**src/rtl/fwd_hazard_unit.sv**
```systemverilog
`default_nettype none
// ============================================================================
// Module      : fwd_hazard_unit
// Description : Forwarding and load-use hazard unit for a 5-stage pipeline.
//               Tracks destination registers through the EX/MEM/WB slots,
//               produces ALU operand forwarding selects, a one-cycle load-use
//               stall, and a saturating stall event counter.
// Revision    : 1.0 - initial release
// ============================================================================
module fwd_hazard_unit #(
    parameter int ADDR_W = 5,
    parameter int CNT_W  = 16
) (
    input  logic              clk,
    input  logic              rst_n,
    input  logic              id_valid,
    input  logic [ADDR_W-1:0] id_rs,
    input  logic [ADDR_W-1:0] id_rt,
    input  logic              id_uses_rt,
    input  logic [ADDR_W-1:0] id_rd,
    input  logic              id_regwrite,
    input  logic              id_memread,
    output logic [1:0]        fwd_a_sel,
    output logic [1:0]        fwd_b_sel,
    output logic              stall,
    output logic              wb_we,
    output logic [ADDR_W-1:0] wb_addr,
    output logic [CNT_W-1:0]  stall_count
);

    // Comparator slot indices
    localparam int c_NUM_CMP = 6;
    localparam int c_MEM_RS  = 0;
    localparam int c_MEM_RT  = 1;
    localparam int c_WB_RS   = 2;
    localparam int c_WB_RT   = 3;
    localparam int c_EX_IDRS = 4;
    localparam int c_EX_IDRT = 5;

    localparam logic [1:0]       c_SEL_RF  = 2'b00;
    localparam logic [1:0]       c_SEL_MEM = 2'b10;
    localparam logic [1:0]       c_SEL_WB  = 2'b01;
    localparam logic [CNT_W-1:0] c_CNT_MAX = {CNT_W{1'b1}};
    localparam logic [CNT_W-1:0] c_CNT_ONE = {{(CNT_W-1){1'b0}}, 1'b1};

    // EX slot
    logic [ADDR_W-1:0] r_ex_rs;
    logic [ADDR_W-1:0] r_ex_rt;
    logic              r_ex_uses_rt;
    logic [ADDR_W-1:0] r_ex_rd;
    logic              r_ex_regwrite;
    logic              r_ex_memread;
    logic              r_ex_valid;
    // MEM slot
    logic [ADDR_W-1:0] r_mem_rd;
    logic              r_mem_regwrite;
    logic              r_mem_valid;
    // WB slot
    logic [ADDR_W-1:0] r_wb_rd;
    logic              r_wb_regwrite;
    logic              r_wb_valid;

    logic [CNT_W-1:0]  r_stall_count;

    // Comparator operands and results
    logic [ADDR_W-1:0]    w_cmp_a [c_NUM_CMP];
    logic [ADDR_W-1:0]    w_cmp_b [c_NUM_CMP];
    logic [c_NUM_CMP-1:0] w_eq;

    logic w_mem_hit_rs;
    logic w_mem_hit_rt;
    logic w_wb_hit_rs;
    logic w_wb_hit_rt;
    logic w_ex_hit_idrs;
    logic w_ex_hit_idrt;
    logic w_stall;

    assign w_cmp_a[c_MEM_RS]  = r_mem_rd;
    assign w_cmp_b[c_MEM_RS]  = r_ex_rs;
    assign w_cmp_a[c_MEM_RT]  = r_mem_rd;
    assign w_cmp_b[c_MEM_RT]  = r_ex_rt;
    assign w_cmp_a[c_WB_RS]   = r_wb_rd;
    assign w_cmp_b[c_WB_RS]   = r_ex_rs;
    assign w_cmp_a[c_WB_RT]   = r_wb_rd;
    assign w_cmp_b[c_WB_RT]   = r_ex_rt;
    assign w_cmp_a[c_EX_IDRS] = r_ex_rd;
    assign w_cmp_b[c_EX_IDRS] = id_rs;
    assign w_cmp_a[c_EX_IDRT] = r_ex_rd;
    assign w_cmp_b[c_EX_IDRT] = id_rt;

    // Bitwise XNOR equality comparators, AND-reduced per comparator
    generate
        for (genvar i = 0; i < c_NUM_CMP; i++) begin : g_cmp
            logic [ADDR_W-1:0] w_bit_eq;
            for (genvar j = 0; j < ADDR_W; j++) begin : g_bit
                assign w_bit_eq[j] = ~(w_cmp_a[i][j] ^ w_cmp_b[i][j]);
            end
            assign w_eq[i] = &w_bit_eq;
        end
    endgenerate

    // A slot "matches" only if it is a live writer of a non-zero register
    assign w_mem_hit_rs  = r_mem_valid & r_mem_regwrite & (|r_mem_rd) & w_eq[c_MEM_RS];
    assign w_mem_hit_rt  = r_mem_valid & r_mem_regwrite & (|r_mem_rd) & w_eq[c_MEM_RT];
    assign w_wb_hit_rs   = r_wb_valid  & r_wb_regwrite  & (|r_wb_rd)  & w_eq[c_WB_RS];
    assign w_wb_hit_rt   = r_wb_valid  & r_wb_regwrite  & (|r_wb_rd)  & w_eq[c_WB_RT];
    assign w_ex_hit_idrs = r_ex_valid  & r_ex_regwrite  & (|r_ex_rd)  & w_eq[c_EX_IDRS];
    assign w_ex_hit_idrt = r_ex_valid  & r_ex_regwrite  & (|r_ex_rd)  & w_eq[c_EX_IDRT];

    // Load-use: the load result is not ready until it leaves MEM
    assign w_stall = id_valid & r_ex_memread &
                     (w_ex_hit_idrs | (id_uses_rt & w_ex_hit_idrt));

    // Forwarding selects; MEM wins over WB since it holds the newer value
    always_comb begin
        fwd_a_sel = c_SEL_RF;
        fwd_b_sel = c_SEL_RF;
        if (w_mem_hit_rs) begin
            fwd_a_sel = c_SEL_MEM;
        end else if (w_wb_hit_rs) begin
            fwd_a_sel = c_SEL_WB;
        end
        if (r_ex_uses_rt) begin
            if (w_mem_hit_rt) begin
                fwd_b_sel = c_SEL_MEM;
            end else if (w_wb_hit_rt) begin
                fwd_b_sel = c_SEL_WB;
            end
        end
    end

    // Slot pipeline advance; a stall injects a bubble into EX
    always_ff @(posedge clk) begin
        if (!rst_n) begin
            r_ex_rs        <= '0;
            r_ex_rt        <= '0;
            r_ex_uses_rt   <= 1'b0;
            r_ex_rd        <= '0;
            r_ex_regwrite  <= 1'b0;
            r_ex_memread   <= 1'b0;
            r_ex_valid     <= 1'b0;
            r_mem_rd       <= '0;
            r_mem_regwrite <= 1'b0;
            r_mem_valid    <= 1'b0;
            r_wb_rd        <= '0;
            r_wb_regwrite  <= 1'b0;
            r_wb_valid     <= 1'b0;
        end else begin
            r_wb_rd        <= r_mem_rd;
            r_wb_regwrite  <= r_mem_regwrite;
            r_wb_valid     <= r_mem_valid;
            r_mem_rd       <= r_ex_rd;
            r_mem_regwrite <= r_ex_regwrite;
            r_mem_valid    <= r_ex_valid;
            if (w_stall) begin
                r_ex_rs       <= '0;
                r_ex_rt       <= '0;
                r_ex_uses_rt  <= 1'b0;
                r_ex_rd       <= '0;
                r_ex_regwrite <= 1'b0;
                r_ex_memread  <= 1'b0;
                r_ex_valid    <= 1'b0;
            end else begin
                r_ex_rs       <= id_rs;
                r_ex_rt       <= id_rt;
                r_ex_uses_rt  <= id_uses_rt;
                r_ex_rd       <= id_rd;
                r_ex_regwrite <= id_valid & id_regwrite;
                r_ex_memread  <= id_valid & id_memread;
                r_ex_valid    <= id_valid;
            end
        end
    end

    // Saturating count of stall cycles
    always_ff @(posedge clk) begin
        if (!rst_n) begin
            r_stall_count <= '0;
        end else if (w_stall && (r_stall_count != c_CNT_MAX)) begin
            r_stall_count <= r_stall_count + c_CNT_ONE;
        end
    end

    assign stall       = w_stall;
    assign wb_we       = r_wb_valid & r_wb_regwrite & (|r_wb_rd);
    assign wb_addr     = r_wb_rd;
    assign stall_count = r_stall_count;

endmodule
`default_nettype wire

```
**config.mk**
```make
export PLATFORM = sky130hd
export DESIGN_NAME = fwd_hazard_unit
export DESIGN_NICKNAME = d
export VERILOG_FILES = /design/src/rtl/fwd_hazard_unit.sv
export SDC_FILE = /design/constraint.sdc
export NUM_CORES = 1
export LEC_CHECK = 0
export BUFFER_PORTS_ARGS = -buffer_cell sky130_fd_sc_hd__buf_2
export CELL_PAD_IN_SITES_DETAIL_PLACEMENT = 0
export CELL_PAD_IN_SITES_GLOBAL_PLACEMENT = 1
export CORE_UTILIZATION = 33
export DETAILED_ROUTE_END_ITERATION = 7
export PLACE_DENSITY = 0.67
export SLEW_MARGIN = 5
export SYNTH_ARGS = -nofsm -noshare
export SYNTH_HDL_FRONTEND = slang
export SYNTH_SLANG_ARGS = --single-unit
export TNS_END_PERCENT = 30
```
**constraint.sdc**
```tcl
create_clock -name clk -period 2.3 [get_ports clk]
set_input_delay 0.46 -clock clk [delete_from_list [all_inputs] [get_ports clk]]
set_output_delay 0.46 -clock clk [all_outputs]
set_load 0.05 [all_outputs]
```
==> qor.csv, run 1 <==
stage;metric;value;unit
outcome;outcome;complete, but fails checks;
outcome;violations;negative setup slack;
grt;gr-total-overflow;0;
clocking;cts_hold_buffers;0;
sta;whs;350.0;ps
worst_setup_path;end_kind;output pin;
worst_setup_path;cp-start-kind;flop;
grt;use_met2;22.43;%
worst_setup_path;cp_top_family;simple AND/OR/NAND/NOR gates;
finish;final_cell_count_no_fill;365;
grt;grt_pass1_wl;8259;um
finish;fin_nets;309;
clocking;cts_tree;yes;
worst_setup_path;startpoint;r_mem_rd[0]$_SDFF_PN0_;
grt;grt_pass1_vias;1719;
logic_synthesis;synthTopCellsByCount;dfxtp_1, and2_1, xor2_1, nand3_1, nand2_1;
logic_synthesis;synth_top_area_share;45.24;%
routing;vias;1761;
worst_setup_path;timing.rr.end;stall_count[8]$_SDFFE_PN0P_;
sta;rsz0062_at_grt;true;
sta;fmax;421.9;MHz
worst_setup_path;reg2regPathDepth;6;
routing;dr.first_iter.drc_count;63;
floorplanning;die_y;83.06;um
grt;met3_usage;3.380;%
sta;slew_viol_final;0;
pwr;cellPowerDensity;588.2;nW/um^2
run;max_cap_violations;0;
worst_setup_path;worstPathRequired;1840;ps
worst_setup_path;critPathBufInv;2;
sta;fin_crit_sh;103.1;%
routing;drtAntennaViolNets;0;
logic_synthesis;synth_compound_area_share;8.309;%
clocking;clkSlewWorstSetupHoldPaths;100;ps
sta;skew;5.652;ps
pwr;p_seq_share;57.6;%
finish;antenna_cells;0;
pwr;leakagePower;0.001091;uW
worst_setup_path;cp-endpoint;fwd_b_sel[0];
logic_synthesis;synth-edff-count;0;
finish;fillerInstances;634;
logic_synthesis;yosys_warnings;0;
sta;setup_slack;-70.30;ps
finish;final_area;2654;sq um
floorplanning;fp.dieW;83.06;um
floorplanning;core-area;6350;sq um
hold_path;hold_path.class;input port to flop;
placement;dpl_cell_area;2486;sq um
logic_synthesis;synth_xor_area_share;12.12;%
floorplanning;rows;29;
logic_synthesis;synth_simple_gate_area_share;28.51;%
worst_setup_path;path_cells;or4_4, o211ai_1, buf_4, nor4_2, nor3_2, buf_6;
sta;relSlewSlack;68.12;%
logic_synthesis;synth_seq_cells;49;
logic_synthesis;syn-instance-count;233;
worst_setup_path;r2r_start;r_ex_rd[4]$_SDFF_PP0_;
grt;grt.total_usage;14.70;%
clocking;cts_sinks;49;
floorplanning;dieArea;6899;sq um
worst_setup_path;cp_num_cells;6;
routing;drt-pass1-iter-count;4;
worst_setup_path;worstSetupPathType;flop to output pin;
pwr;peakVddDrop;349.7;uV
sta;hold_viol_final;0;
worst_setup_path;arrival;1910;ps
logic_synthesis;synthTopCellsByArea;dfxtp_1, and2_1, xor2_1, xnor2_1, nand3_1;
pwr;cell_internal_pwr;1158;uW
finish;multi_input_area;1145;sq um
clocking;clk_latency;300;ps
worst_setup_path;crit_fanout;2;
logic_synthesis;synthDistinctLibCells;36;
sta;min_period;2370;ps
floorplanning;io_pins;48;
finish;syn2layout_area_growth;22.39;%
placement;dp.cells;353;
grt;grt_max_degree;27;
logic_synthesis;synth_mux_area_share;2.308;%
finish;seq_area;984.7;sq um
logic_synthesis;synth_top_family_by_area;simple AND/OR/NAND/NOR gates;
worst_setup_path;cpPeakStageDelay;520;ps
pwr;pwr-share-clk;34.2;%
logic_synthesis;synthArstFlopShare;0;%
logic_synthesis;synth_area_per_cell;9.306;sq um
sta;worstMarginPinSlew;478.2;ps
logic_synthesis;yosysMostFrequentCell;dfxtp_1;
placement;hpwl;3542;um
logic_synthesis;synth_seq_area_share;45.24;%
grt;busiest_layer;met2;
placement;place.gp.congestion;0.7543;
clocking;ctsLongestPathBuffers;2;
pwr;power.share.switching;25.83;%
placement;port_buffers;47;
grt;antenna_found_initial;0;
pwr;pwr-share-comb;8.2;%
logic_synthesis;synth_nets;255;
hold_path;hold_path_depth;2;
routing;wl;4708;um
clocking;root_buffer;clkbuf_8;
grt;met1_usage;20.70;%
worst_setup_path;critPathSlowestCell;or4_4;
logic_synthesis;yosys.area.top_type;dfxtp_1;
logic_synthesis;synthFlopType;dfxtp_1;
finish;post-route-util;41.79;%
sta;setup_viol;3;
routing;drc_errors;0;
clocking;h-tree-depth;2;
logic_synthesis;yosys.area_share.adder;0.5770;%
routing;routedWlPerCell;12.90;um
routing;avgViaCountPerCell;4.825;
floorplanning;start_util;34.15;%
clocking;cts_buffers;5;
logic_synthesis;synth_area;2168;sq um
finish;drive_above_1_share;25.00;%
pwr;p_sw;403.2;uW
worst_setup_path;rrSetupSlack;200;ps
-- logic make-up after synthesis --
| kind of cell | Yosys count |
|---|---|
| compound gates | 29 |
| xor+xnor | 30 |
| fa+ha+maj | 1 |
| buf+inv | 12 |
| flops | 49 |
| mux | 5 |
| simple gates | 107 |
-- layer usage --
metal / up-vias / share of wire [%]
met1: 803 / 52
met5: - / 0
met2: 38 / 43
li1: 916 / -
met4: 0 / 0.96
met3: 4 / 3.6
-- flip-flops by register name, summed over array words and instances (netlist names) --
signal          flops
r_ex_memread        1
r_ex_rd             5
r_ex_regwrite       1
r_ex_rs             5
r_ex_rt             5
r_ex_uses_rt        1
r_ex_valid          1
r_mem_rd            5
r_mem_regwrite      1
r_mem_valid         1
r_wb_regwrite       1
r_wb_valid          1
stall_count        16
wb_addr             5
-- worst min-delay path by stage --
stage	start	to	slack, ps
floorplan	r_ex_valid$_SDFF_PP0_	r_mem_valid$_SDFF_PN0_	430
detailed placement	r_mem_valid$_SDFF_PN0_	r_wb_valid$_SDFF_PN0_	460
CTS	id_rd[4]	r_ex_rd[4]$_SDFF_PP0_	340
global route	id_rd[2]	r_ex_rd[2]$_SDFF_PP0_	340
finish	id_rd[3]	r_ex_rd[3]$_SDFF_PP0_	350
global placement	r_mem_valid$_SDFF_PN0_	r_wb_valid$_SDFF_PN0_	460
-- stage by stage --
step / setup WS, ps / TNS [ps] / power [uW]
finish: -70.30 / -187.3 / 1561
global route: -183.1 / -632.6 / 1642
CTS: -98.18 / -232.8 / 1571
detailed placement: 39.24 / 0 / 1042
global placement: 69.34 / 0 / 1041
floorplan: -366.3 / -524.0 / 999.3
-- final cells by class --
type / count / area share [%]
Multi-Input combinational cell: 172 / 43.14
Sequential cell: 49 / 37.11
Timing Repair Buffer: 55 / 12.02
Tap cell: 77 / 3.630
Clock buffer: 5 / 2.593
Clock inverter: 3 / 0.9429
Inverter: 4 / 0.5658
-- power by group through the flow --
stage	clock network (uW)	logic, uW	registers, uW
floorplan	0	79.6	920
global placement	0	121	920
detailed placement	0	122	920
CTS	544	127	900
global route	594	144	903
finish	534	127	899
-- cells in the final DEF, fill, tap and decap left out, types with 2 or more instances in the layout --
cell	Yosys	final
buf_6	2	3
nor3_1	7	6
nand4_1	6	6
nand3_1	13	13
nor4_2	0	2
clkbuf_8	0	5
nand2b_1	4	4
xnor2_1	10	10
dfxtp_2	0	3
a21oi_1	10	10
nor2_1	8	8
o21ai_0	7	7
buf_4	1	10
o31ai_1	3	3
nand2_1	11	11
nor3b_1	2	2
mux2i_1	5	5
or3_1	5	5
and3_1	3	3
dfxtp_1	49	46
nor4_1	6	4
xor2_1	20	20
buf_2	0	42
inv_1	3	3
o211ai_1	2	2
and2_1	33	33
inv_6	0	2
or4_1	6	5
-- repair_timing --
item,CTS,global route
resized for setup,12,2
endpoints found under the setup margin,4,6
pin swaps,6,3
cloned,0,0
buffers inserted,3,1
No activity file was read; power rests on OpenSTA's default activity.
==> run 2, diff against run 1 <==
- PLACE_DENSITY: 0.67 -> 0.69
- RECOVER_POWER: default -> 100
- clock period: 2.3 -> 2.1 ns (I/O delays scaled with it)
==> qor.csv, run 2 (same netlist as run 1, synthesis figures left out) <==
stage;metric;value;unit;change
routing;drc_errors;0;;unchanged
routing;wl;4862;um;was 4708 um
clocking;cts_buffers;5;;unchanged
routing;vias;1777;;was 1761
clocking;cts_sinks;49;;unchanged
pwr;pwr-share-clk;33.8;%;was 34.2%
clocking;h-tree-depth;2;;unchanged
floorplanning;rows;29;;unchanged
worst_setup_path;crit_fanout;2;;unchanged
grt;grt_max_degree;20;;was 27
sta;skew;6.306;ps;was 5.652 ps
sta;fin_crit_sh;108.1;%;
sta;whs;305.2;ps;was 350.0 ps
pwr;pwr-share-comb;8.5;%;was 8.2%
worst_setup_path;cpPeakStageDelay;500;ps;was 520 ps
sta;setup_viol;6;;was 3
worst_setup_path;worstSetupPathType;flop to output pin;;unchanged
pwr;report.power.total;1705;uW;was 1561 uW
floorplanning;core-area;6350;sq um;unchanged
clocking;ctsLongestPathBuffers;2;;unchanged
finish;fin_nets;314;;was 309
routing;drtAntennaViolNets;0;;unchanged
routing;avgViaCountPerCell;4.803;;was 4.825
sta;fmax;440.6;MHz;
sta;setup_slack;-169.5;ps;was -70.30 ps
hold_path;hold_path.class;input port to flop;;unchanged
clocking;clk_latency;300;ps;about the same
routing;drt-pass1-iter-count;4;;unchanged
pwr;p_seq_share;57.7;%;was 57.6%
pwr;peakVddDrop;280.5;uV;was 349.7 uV
pwr;cell_internal_pwr;1264;uW;was 1158 uW
routing;routedWlPerCell;13.14;um;was 12.90 um
pwr;p_sw;440.9;uW;was 403.2 uW
grt;grt_pass1_wl;8445;um;was 8259 um
floorplanning;start_util;34.15;%;unchanged
pwr;leakagePower;0.001006;uW;was 0.001091 uW
sta;min_period;2269;ps;
routing;dr.first_iter.drc_count;60;;was 63
placement;port_buffers;47;;unchanged
grt;grt_pass1_vias;1729;;was 1719
placement;hpwl;3690;um;was 3542 um
floorplanning;fp.dieW;83.06;um;unchanged
finish;drive_above_1_share;19.80;%;was 25.00%
floorplanning;die_y;83.06;um;unchanged
floorplanning;dieArea;6899;sq um;unchanged
finish;layout_commonest_cell;dfxtp_1;;unchanged
clocking;root_buffer;clkbuf_8;;unchanged
placement;place.gp.congestion;0.7669;;was 0.7543
finish;final_cell_mix;dfxtp_1, clkbuf_1, xor2_1, and2_1, buf_2;;was dfxtp_1, buf_2, and2_1
sta;slew_viol_final;0;;unchanged
clocking;cts_tree;yes;;unchanged
grt;gr-total-overflow;0;;unchanged
grt;antenna_found_initial;0;;unchanged
floorplanning;io_pins;48;;unchanged
outcome;violations;negative setup slack;;unchanged
worst_setup_path;path_cells;or4_1, o211ai_1, buf_4, nor4_2, nor3_2, buf_6;;was or4_4, o211ai_1, buf_4, nor4_2, nor3_2, buf_6
worst_setup_path;arrival;1850;ps;was 1910 ps
worst_setup_path;worstPathRequired;1680;ps;was 1840 ps
finish;syn2layout_area_growth;23.89;%;was 22.39%
pwr;cellPowerDensity;634.6;nW/um^2;was 588.2 nW/um^2
finish;antenna_cells;0;;unchanged
sta;fin_tns_setup;-633.4;ps;was -187.3 ps
outcome;outcome;complete, but fails checks;;unchanged
worst_setup_path;end_kind;output pin;;unchanged
sta;relSlewSlack;57.04;%;was 68.12%
worst_setup_path;cp-start-kind;flop;;unchanged
sta;hold_viol_final;0;;unchanged
finish;largest_reg_flops;16;;unchanged
placement;dp_slack;11.44;ps;was 39.24 ps
worst_setup_path;critPathBufInv;2;;unchanged
clocking;clkSlewWorstSetupHoldPaths;100;ps;about the same
sta;worstMarginPinSlew;644.5;ps;was 478.2 ps
worst_setup_path;critPathSlowestCell;or4_1;;was or4_4
grt;grt.total_usage;15.00;%;was 14.70%
clocking;cts_hold_buffers;0;;unchanged
run;max_cap_violations;0;;unchanged
worst_setup_path;cp_top_family;simple AND/OR/NAND/NOR gates;;unchanged
pwr;power.share.switching;25.87;%;was 25.83%
finish;post-route-util;42.31;%;was 41.79%
sta;rsz0062_at_grt;true;;unchanged
==> run 2: cell types whose count changed in the layout (fill, tap and decap cells not counted), moves of 2 or more <==
cell / previous run / this run
clkbuf_2: 0 / 4
clkbuf_1: 0 / 23
and2_0: 0 / 13
dfxtp_1: 46 / 44
buf_2: 42 / 19
and2_1: 33 / 20
dfxtp_2: 3 / 5
==> run 2: final timing paths <==
check / from / end / slack (ps) / cells after the start
hold reg to reg: r_ex_regwrite$_SDFF_PP0_ / r_mem_regwrite$_SDFF_PN0_ / 480 / 1
hold / removal: id_rd[2] / r_ex_rd[2]$_SDFF_PP0_ / 310 / 2
setup / recovery: r_mem_rd[0]$_SDFF_PN0_ / fwd_a_sel[0] / -170 / 6
setup reg to reg: r_ex_rd[4]$_SDFF_PP0_ / stall_count[15]$_SDFFE_PN0P_ / 130 / 7
==> run 2: power groups by stage <==
stage	Combinational [uW]	Clock, uW	Sequential, uW
5_1_grt	162	636	988
4_1_cts	149	601	984
3_5_place_dp	144	0	1010
2_1_floorplan	88.4	0	1010
6_report	145	576	984
3_3_place_gp	143	0	1010
==> run 2: area by class of cell <==
class,count,area [sq um]
multi-input cells,172,1172
fillers,649,3664
inverters,4,15.01
flip-flops and latches,49,987.2
clock buffers,5,68.82
well taps,77,96.34
clock inverters,3,25.02
repair buffers,60,321.6
==> run 2: stage by stage <==
| step | cells | instance area (sq um) |
|---|---|---|
| after detailed placement | 360 | 2557 |
| after floorplan | 233 | 2192 |
| after global routing | 370 | 2686 |
| after CTS | 369 | 2708 |
| after global placement | 360 | 2557 |
| final | 370 | 2686 |
==> run 2: what timing repair did <==
action                     4_1_cts  5_1_grt
resized for setup               17        2
buffers inserted                 1        1
pin swaps                        4        1
setup endpoints to repair        6       11
==> run 2: routing by layer <==
layer | up-vias | track usage [%] | routed length (um)
li1 | 929 | - | -
met1 | 806 | 20.83 | 2523
met2 | 37 | 22.88 | 2095
met3 | 5 | 3.678 | 182
met4 | 0 | 4.702 | 60
met5 | - | 0 | 0
